--- src/rtl/team_select_grid.sv ---
// Team chooser for the start screen: a wrapping cursor over a ROWS x COLS
// sprite grid, team building with duplicate rejection, undo, confirm and lock,
// plus registered per-pixel overlay signals for the VGA path.
module team_select_grid #(
  parameter int COLS      = 4,
  parameter int ROWS      = 2,
  parameter int TEAM_SIZE = 3,
  parameter int ID_W      = 3,
  parameter int CELL_X0   = 160,
  parameter int CELL_Y0   = 120,
  parameter int PITCH     = 76,
  parameter int SPRITE_W  = 56,
  parameter int ALLOW_DUP = 0,
  localparam int NUM_W    = $clog2(TEAM_SIZE+1)
) (
  input  logic                      Clk,
  input  logic                      Reset,
  input  logic [7:0]                keycode,
  input  logic                      clear,
  input  logic [9:0]                DrawX,
  input  logic [9:0]                DrawY,
  output logic [ID_W-1:0]           cur_choice,
  output logic [TEAM_SIZE*ID_W-1:0] my_team,
  output logic [NUM_W-1:0]          num_chosen,
  output logic                      done_select,
  output logic                      is_chooser,
  output logic                      is_cell,
  output logic                      in_team,
  output logic [ID_W-1:0]           cell_id,
  output logic [5:0]                cell_off_x,
  output logic [5:0]                cell_off_y
);
  localparam int NCELL = ROWS*COLS;
  localparam logic [7:0] KEY_W = 8'h1A, KEY_S = 8'h16, KEY_A = 8'h04, KEY_D = 8'h07;
  localparam logic [7:0] KEY_ENTER = 8'h28, KEY_BKSP = 8'h2A, KEY_SPACE = 8'h2C;

  typedef enum logic [1:0] {SELECT, FULL, LOCKED} state_t;

  state_t                             state_q, state_d;
  logic [ID_W-1:0]                    row_q, row_d, col_q, col_d;
  logic [NUM_W-1:0]                   num_q, num_d;
  logic [TEAM_SIZE-1:0][ID_W-1:0]     team_q, team_d;
  logic [7:0]                         prev_key_q;
  logic                               key_ok, dup;

  assign cur_choice  = ID_W'(row_q*COLS) + col_q;
  assign my_team     = team_q;
  assign num_chosen  = num_q;
  assign done_select = (state_q == LOCKED);
  assign key_ok      = (keycode != 8'h00) && (keycode != prev_key_q);

  // Duplicate check against the filled slots only; stale slots are ignored.
  always_comb begin
    dup = 1'b0;
    for (int k = 0; k < TEAM_SIZE; k++)
      if (NUM_W'(k) < num_q && team_q[k] == cur_choice) dup = 1'b1;
  end

  // Next-state: clear beats any key; one accepted key acts per cycle.
  always_comb begin
    state_d = state_q;
    row_d   = row_q;
    col_d   = col_q;
    num_d   = num_q;
    team_d  = team_q;
    if (clear) begin
      state_d = SELECT;
      row_d   = '0;
      col_d   = '0;
      num_d   = '0;
    end else if (key_ok && state_q != LOCKED) begin
      case (keycode)
        KEY_W: row_d = (row_q == '0) ? ID_W'(ROWS-1) : row_q - 1'b1;
        KEY_S: row_d = (row_q == ID_W'(ROWS-1)) ? '0 : row_q + 1'b1;
        KEY_A: col_d = (col_q == '0) ? ID_W'(COLS-1) : col_q - 1'b1;
        KEY_D: col_d = (col_q == ID_W'(COLS-1)) ? '0 : col_q + 1'b1;
        KEY_ENTER:
          if (state_q == SELECT && !(dup && ALLOW_DUP == 0)) begin
            for (int k = 0; k < TEAM_SIZE; k++)
              if (NUM_W'(k) == num_q) team_d[k] = cur_choice;
            num_d = num_q + 1'b1;
            if (num_d == NUM_W'(TEAM_SIZE)) state_d = FULL;
          end
        KEY_BKSP:
          if (num_q != '0) begin
            num_d   = num_q - 1'b1;
            state_d = SELECT;
          end
        KEY_SPACE: if (state_q == FULL) state_d = LOCKED;
        default: ;
      endcase
    end
  end

  // Selection state registers; prev_key tracks the raw keycode every cycle.
  always_ff @(posedge Clk) begin
    if (Reset) begin
      state_q    <= SELECT;
      row_q      <= '0;
      col_q      <= '0;
      num_q      <= '0;
      team_q     <= '0;
      prev_key_q <= '0;
    end else begin
      state_q    <= state_d;
      row_q      <= row_d;
      col_q      <= col_d;
      num_q      <= num_d;
      team_q     <= team_d;
      prev_key_q <= keycode;
    end
  end

  // ---------------- pixel path ----------------
  logic [10:0]                 px, py;
  logic [NCELL-1:0]            hit, brd;
  logic [NCELL-1:0][5:0]       offx, offy;
  logic                        is_cell_d, is_chooser_d, in_team_d;
  logic [ID_W-1:0]             cell_id_d;
  logic [5:0]                  offx_d, offy_d;

  assign px = {1'b0, DrawX};
  assign py = {1'b0, DrawY};

  for (genvar r = 0; r < ROWS; r++) begin : g_row
    for (genvar c = 0; c < COLS; c++) begin : g_col
      localparam int          I  = r*COLS + c;
      localparam logic [10:0] L  = 11'(CELL_X0 + c*PITCH);
      localparam logic [10:0] T  = 11'(CELL_Y0 + r*PITCH);
      localparam logic [10:0] BL = L - 11'd1;
      localparam logic [10:0] BT = T - 11'd1;
      localparam logic [10:0] BR = BL + 11'(SPRITE_W + 1);
      localparam logic [10:0] BB = BT + 11'(SPRITE_W + 1);
      assign hit[I]  = (px >= L) && (px < L + 11'(SPRITE_W)) &&
                       (py >= T) && (py < T + 11'(SPRITE_W));
      assign brd[I]  = ((px >= BL) && (px <= BR) && ((py == BT) || (py == BB))) ||
                       ((py >= BT) && (py <= BB) && ((px == BL) || (px == BR)));
      assign offx[I] = 6'(px - L);
      assign offy[I] = 6'(py - T);
    end
  end

  // Cells never overlap, so at most one hit feeds the id/offset mux.
  always_comb begin
    is_cell_d    = 1'b0;
    is_chooser_d = 1'b0;
    in_team_d    = 1'b0;
    cell_id_d    = '0;
    offx_d       = '0;
    offy_d       = '0;
    for (int i = 0; i < NCELL; i++) begin
      if (hit[i]) begin
        is_cell_d = 1'b1;
        cell_id_d = ID_W'(i);
        offx_d    = offx[i];
        offy_d    = offy[i];
      end
      if (brd[i] && ID_W'(i) == cur_choice) is_chooser_d = 1'b1;
    end
    for (int k = 0; k < TEAM_SIZE; k++)
      if (is_cell_d && NUM_W'(k) < num_q && team_q[k] == cell_id_d) in_team_d = 1'b1;
  end

  // One-cycle pixel latency to line up with the sprite RAM read.
  always_ff @(posedge Clk) begin
    if (Reset) begin
      is_cell    <= 1'b0;
      is_chooser <= 1'b0;
      in_team    <= 1'b0;
      cell_id    <= '0;
      cell_off_x <= '0;
      cell_off_y <= '0;
    end else begin
      is_cell    <= is_cell_d;
      is_chooser <= is_chooser_d;
      in_team    <= in_team_d;
      cell_id    <= cell_id_d;
      cell_off_x <= offx_d;
      cell_off_y <= offy_d;
    end
  end
endmodule

--- config.mk ---
export PLATFORM = sky130hd
export DESIGN_NAME = team_select_grid
export DESIGN_NICKNAME = d
export VERILOG_FILES = /design/src/rtl/team_select_grid.sv
export SDC_FILE = /design/constraint.sdc
export NUM_CORES = 1
export LEC_CHECK = 0
export CAP_MARGIN = 20
export CORE_MARGIN = 2
export CORE_UTILIZATION = 43
export DETAILED_ROUTE_END_ITERATION = 16
export GPL_TIMING_DRIVEN = 0
export MAX_ROUTING_LAYER = met4
export PLACE_DENSITY = 0.71
export SLEW_MARGIN = 25
export SYNTH_ARGS = -nofsm -noshare
export SYNTH_HDL_FRONTEND = slang
export SYNTH_SLANG_ARGS = --single-unit
--- constraint.sdc ---
create_clock -name Clk -period 3.1 [get_ports Clk]
set_clock_uncertainty 0.1 [all_clocks]
set_input_delay 0.465 -clock Clk [delete_from_list [all_inputs] [get_ports Clk]]
set_output_delay 0.465 -clock Clk [all_outputs]
set_load 0.01 [all_outputs]
# Word-level counts from Yosys, hierarchy flattened
# Cells that the tools add are included.
# totals
reg_bits	45
latch_bits	0
mem_bits_rw	0
mem_bits_ro	0
in_bits	31
output_inout_bits	33
memories	0
# op_classes
addsub	13
multipliers	0
n_div	0
magnitude_cmp	27
eq_ne	45
shift	0
n_mux	59
n_bitwise	1
reduce_logical	96
# ops
cell	count
two-way mux 6 bit	16
logical AND 1 bit	62
equality test 10 x 8 -> 1 bit (second input constant)	6
>= comparator 10 x 8 -> 1 bit (second input constant)	6
equality test 10 x 9 -> 1 bit (second input constant)	5
>= comparator 10 x 9 -> 1 bit (second input constant)	4
less-or-equal comparator 10 x 8 -> 1 bit (second input constant)	3
less-or-equal comparator 10 x 9 -> 1 bit (second input constant)	3
< comparator 10 x 8 -> 1 bit (second input constant)	3
< comparator 10 x 9 -> 1 bit (second input constant)	3
two-way mux 3 bit	10
equality test 8 x 6 -> 1 bit (second input constant)	3
subtractor 6 bit (second input constant)	4
two-way mux 1 bit	23
>= comparator 10 x 7 -> 1 bit (second input constant)	2
equality test 3 bit	6
equality test 8 x 3 -> 1 bit (second input constant)	2
equality test 8 x 5 -> 1 bit (second input constant)	2
AND reduction 5 bit	3
logical OR 1 bit	14
equality test 3 bit (first input constant)	4
two-way mux 2 bit	6
case mux 3 bit (2 select lines)	2
subtractor 6 x 3 -> 6 bit (second input constant)	2
other kinds (31)	47

# Depth between registers and ports, before layout
# depth
ltp_word	17
depth_mapped	10
mapped_depth_nobuf	9

# Worst setup path before layout
# OpenSTA, ideal clock, no wires.
# synth_path
kind	input port to flip-flop
from	input port DrawX[0]
to	register in_team
setup_time_ps	74
arrival_time_ps	2875
required_ps	2926
path_slack_ps	51
cell_stages	9
n_path_buf	2
path_cell_list	buf_6 or4b_4 or4_4 a21oi_1 buf_2 o21ai_1 xnor2_1 or4_1 a31oi_1
# synth_via
elab_chain_cells	17
word_cells_on_any_way	55
classes_between	order compare: 8; eq/ne: 3; mux: 18; reduce/logical: 26
# synth_lines
item	line_no	rtl
start, declared	20	input logic [9:0] DrawX,
>= comparator 10 x 8 -> 1 bit / < comparator 10 x 8 -> 1 bit (equally long branches)	134	assign hit[I] = (px >= L) && (px < L + 11'(SPRITE_W)) &&
logical AND 1 bit (2 in a row)	134	
logical AND 1 bit	135	(py >= T) && (py < T + 11'(SPRITE_W));
two-way mux 1 bit (8 in a row)	152	if (hit[i]) begin
logical AND 1 bit (2 in a row)	161	if (is_cell_d && NUM_W'(k) < num_q && team_q[k] == cell_id_d) in_team_d = 1'b1;
two-way mux 1 bit (2 in a row)	161	
two-way mux 1 bit *	161	
end signal, assigned	176	in_team <= in_team_d;
end, declared	28	output logic in_team,
# Mark *: on every way between the ends. The rest lies on a longest branch, timed or not.
# A chain may end at the register's enable or synchronous reset.

# Worst setup path after layout
# layout_path
from	input port DrawX[3]
to	register in_team
# The elaborated chain is that of the path after synthesis.

==> results by stage <==
Worst hold path:
- The worst hold path passes through 2 cells.
- The hold path endpoint is cell_off_x[0].
- The worst hold path begins at DrawX[0].
- The tightest min-delay check is of the input port to register type.

Synthesis:
- Counting flops with an async set or reset pin after synthesis yields a share of 0%.
- The number of flops mapped to enable cells by yosys is 0.
- The dominant synthesized flop cell is sky130_fd_sc_hd__dfxtp_1.
- The mean cell area of the mapped netlist is 8.04 um2.
- After synthesis the cells add up to 3400 um2.
- The number of warning messages in the yosys log is 0.
- The post-synthesis cell type count is 68.
- After synthesis the netlist holds a flip-flop and latch count of 45.
- The number of nets produced by synthesis is 483.
- The cell count after synthesis is 423.
- For this run, the register share of the synthesized area comes to 26.5%.

Global routing:
- Entering global routing, the biggest net connects 15 pins.
- In the global route stage, met1 resource usage came out at 28.3%.
- The first global-routing pass estimated about 15000 um of wire.
- The number of antenna violations at the first check in global routing was 0.
- Global routing used 21.0% of the available tracks.
- The most heavily used metal layer in global routing is met2.
- The global routing met2 resource utilization is 33.0%.
- The met3 usage is just over 3%.
- The total overflow left after global routing is 0.
- The number of global-route vias before repair came to 3136.

Timing:
- The worst pin sits at a relative slew slack of roughly 50%.
- Setup repair after global routing could not meet its margin everywhere.
- Setup total negative slack on the finished layout was measured at 0 ns.
- Setup violations remaining at the end of the flow were counted as 0.
- The final number of max-transition violations came to 0.
- The minimum clock period after layout is 3.02 ns.
- For the pin with the worst max-slew slack, the measured transition is 0.743 ns.
- Static timing analysis puts the maximum clock frequency at 331 MHz.
- Dividing the final minimum period by the clock period gives a little over nine tenths.
- The number of endpoints with negative hold slack in the final report is 0.

Clocking:
- The clock edge transition at the registers on the reported setup and hold paths is 0.08 ns.
- The number of CTS-inserted buffers is 5.
- The total number of H-tree levels is 2.
- CTS saw 45 sinks.
- The root buffer selected by CTS is sky130_fd_sc_hd__clkbuf_8.
- Hold repair after CTS inserted 0 buffers.
- No sink is reached through more buffers than the 2 on the longest clock path.
- The clock latency reported for the late side of the worst-skew pair is roughly 0.3 ns.
- TritonCTS built the clock tree.

Place:
- The wire-length estimate of the detail-placed layout is around 6600 um.
- The count of buffers added on input and output ports is 57.
- After detailed placement, the total cell area comes to 4100 um2.
- The congestion estimate from routability-driven global placement came to 0.939.

Cells and area:
- The number of diodes added for antenna fixing is 0.
- The most common library cell in the layout ignoring fill and taps is sky130_fd_sc_hd__clkdlybuf4s50_1.
- The top cell types in the final layout, fill and taps aside, are sky130_fd_sc_hd__clkdlybuf4s50_1, sky130_fd_sc_hd__dfxtp_1, sky130_fd_sc_hd__nor2_1.
- Summing all non-filler instances in the final layout gives an area of roughly 4300 um2.
- The net total in the final layout is 550.
- The share of cells above drive strength 1 is ~10%.
- The area growth from synthesis to layout is 27.1%.

Worst setup path:
- At the worst endpoint, the required time is 3.23 ns.
- In this run the critical register-to-register path is captured at my_team[2].
- The category of the most critical setup path is input port to register.
- The worst-case register-to-register setup slack is roughly 0.47 ns.
- The capturing element type of the critical path is a register.
- The category of the worst setup path launch point is an input port.
- The biggest fanout along the worst timing path is 10.
- The number of cells on the worst reg-to-reg path is 9.
- In this run the worst setup path begins at DrawX[3].
- The critical register-to-register path startpoint is col_q[1].
- Data on the critical path arrives at its endpoint at 3.15 ns.

Power and ir drop:
- The power per unit of standard cell area is slightly above 300 nW/um2.
- The worst IR drop on VDD is 0.284 mV.
- The leakage power total is 1.62 nW.
- The overall power consumption is approximately 1.3 mW.

Floorplan:
- The floorplan step set the die height to just over 90 um.
- The die area is 8630 um2.
- The floorplan has 32 rows.
- For this design the top-level I/O count stands at 64.
- The area of the core is 7690 um2.
- The die is between 90 and 100 um wide.
- For this configuration, the core starts out at a cell density of 44.2%.

Routing:
- The initial detailed-routing violation count is ~110.
- The number of vias per cell is 5.55.
- The total wire length is 8770 um.
- The detailed router placed 3292 vias in this run.
- The count of nets left with antenna violations once routing finished came out at 0.
- For this run, design rule violations remaining after detail routing come to 0.
- The number of iterations in the first detailed-routing pass is 4.
- In the final routed layout, each cell accounts on average for 14.8 um.

Flow run:
- Max-cap violations in this run came to 0.

Run status:
- The flow ran to the end, and the final reports show no timing, DRC or antenna violations.
==> synth_stat cells, types with 2 or more instances <==
library cell | number | area [um2]
sky130_fd_sc_hd__a221oi_1 | 3 | 26.3
sky130_fd_sc_hd__nor3_1 | 12 | 60.1
sky130_fd_sc_hd__clkbuf_1 | 13 | 48.8
sky130_fd_sc_hd__a311oi_1 | 2 | 17.5
sky130_fd_sc_hd__a21oi_1 | 30 | 150
sky130_fd_sc_hd__mux2i_1 | 5 | 50.1
sky130_fd_sc_hd__xor2_1 | 21 | 184
sky130_fd_sc_hd__nor3b_1 | 6 | 45.0
sky130_fd_sc_hd__nor4_1 | 5 | 31.3
sky130_fd_sc_hd__nand3_1 | 20 | 100
sky130_fd_sc_hd__o21ai_0 | 14 | 70.1
sky130_fd_sc_hd__inv_1 | 18 | 67.6
sky130_fd_sc_hd__xnor2_1 | 11 | 96.3
sky130_fd_sc_hd__o21a_1 | 2 | 15.0
sky130_fd_sc_hd__buf_6 | 2 | 22.5
sky130_fd_sc_hd__nand4_1 | 8 | 50.1
sky130_fd_sc_hd__o211ai_1 | 3 | 22.5
sky130_fd_sc_hd__or4_1 | 2 | 15.0
sky130_fd_sc_hd__nor2_1 | 42 | 158
sky130_fd_sc_hd__nand2_1 | 35 | 131
sky130_fd_sc_hd__or2_2 | 6 | 37.5
sky130_fd_sc_hd__buf_2 | 6 | 30.0
sky130_fd_sc_hd__nand2b_1 | 6 | 37.5
sky130_fd_sc_hd__dfxtp_1 | 45 | 901
sky130_fd_sc_hd__a31oi_1 | 5 | 31.3
sky130_fd_sc_hd__a22oi_1 | 3 | 22.5
sky130_fd_sc_hd__ha_1 | 29 | 363
sky130_fd_sc_hd__o41a_1 | 2 | 22.5
sky130_fd_sc_hd__o21bai_1 | 2 | 15.0
sky130_fd_sc_hd__nand3b_1 | 2 | 15.0
sky130_fd_sc_hd__nand4b_1 | 2 | 17.5
sky130_fd_sc_hd__a211o_1 | 3 | 26.3
sky130_fd_sc_hd__a211oi_1 | 3 | 22.5
sky130_fd_sc_hd__nor2b_1 | 15 | 93.8
sky130_fd_sc_hd__or3_1 | 5 | 31.3
sky130_fd_sc_hd__buf_4 | 3 | 22.5
==> report_power, final <==
group          total, mW  switching, mW  internal, mW  leakage [nW]
combinational      0.219          0.124        0.0946          1.18
sequential         0.590        0.00316         0.586         0.365
clock              0.528          0.208         0.320        0.0681
total               1.34          0.335          1.00          1.62
==> worst max-delay path, cell delays in order <==
cell and delay (ns):
sky130_fd_sc_hd__clkdlybuf4s15_2 0.31, sky130_fd_sc_hd__ha_2 0.23, sky130_fd_sc_hd__or4b_4 0.48, sky130_fd_sc_hd__or4_4 0.46, sky130_fd_sc_hd__a21oi_4 0.16, sky130_fd_sc_hd__buf_6 0.16, sky130_fd_sc_hd__o21ai_2 0.11, sky130_fd_sc_hd__xnor2_1 0.14
sky130_fd_sc_hd__or4_1 0.49, sky130_fd_sc_hd__a31oi_1 0.14
==> how the worst max path moves through the flow <==
stage / to / slack (ns) / cells past startpoint
finish: in_team / 0.08 / 10
global route: in_team / -0.04 / 11
CTS: in_team / 0.03 / 10
detailed placement: in_team / -1.04 / 10
global placement: in_team / -1.02 / 10
floorplan: in_team / 0.05 / 9
==> flip-flops by register name, summed over array words and instances, names as in the netlist, 2 cells and up <==
name / count
col_q: 3
prev_key_q: 8
row_q: 3
cell_id: 3
my_team: 9
cell_off_y: 6
num_chosen: 2
cell_off_x: 6
state_q: 2
==> per-stage QoR <==
stage,std cells,setup slack (ns),hold slack (ns),utilization [%]
after global placement,582,-1.02,0.403,53.3
after floorplan,423,0.0505,0.389,-
after detailed placement,582,-1.04,0.412,53.3
after global routing,593,-0.0357,0.352,56.2
final,593,0.0806,0.341,56.2
after CTS,593,0.0285,0.341,55.9
==> routing by layer <==
layer | part of all wire [%] | vias to the layer above
met2 | 47 | 97
met1 | 46 | 1552
met5 | 0 | -
li1 | - | 1629
met4 | 1.4 | 0
met3 | 5.4 | 14
==> timing repair <==
action	in CTS	in global routing
setup buffers	3	0
gates resized for setup	17	7
endpoints found under the setup margin	14	16
pin swaps	2	1
==> logic make-up after synthesis <==
group / count (synthesis) / synth area share [%]
AND/OR/NAND/NOR: 176 / 27.1
AO/OA/AOI/OAI: 90 / 18.6
flip-flops: 45 / 26.5
buffers and inverters: 43 / 5.74
XOR/XNOR: 34 / 9.61
adder cells (fa/ha/maj): 29 / 10.7
multiplexers: 6 / 1.80
==> layout make-up <==
class / count / area, um2
fill: 743 / 3370
multi-input combinational: 335 / 2360
sequential: 45 / 901
timing repair buffer: 60 / 594
buffer: 25 / 136
tap: 102 / 128
clock buffer: 5 / 68.8
inverter: 18 / 67.6
clock inverter: 3 / 65.1
No activity file was read; power rests on OpenSTA's default activity.
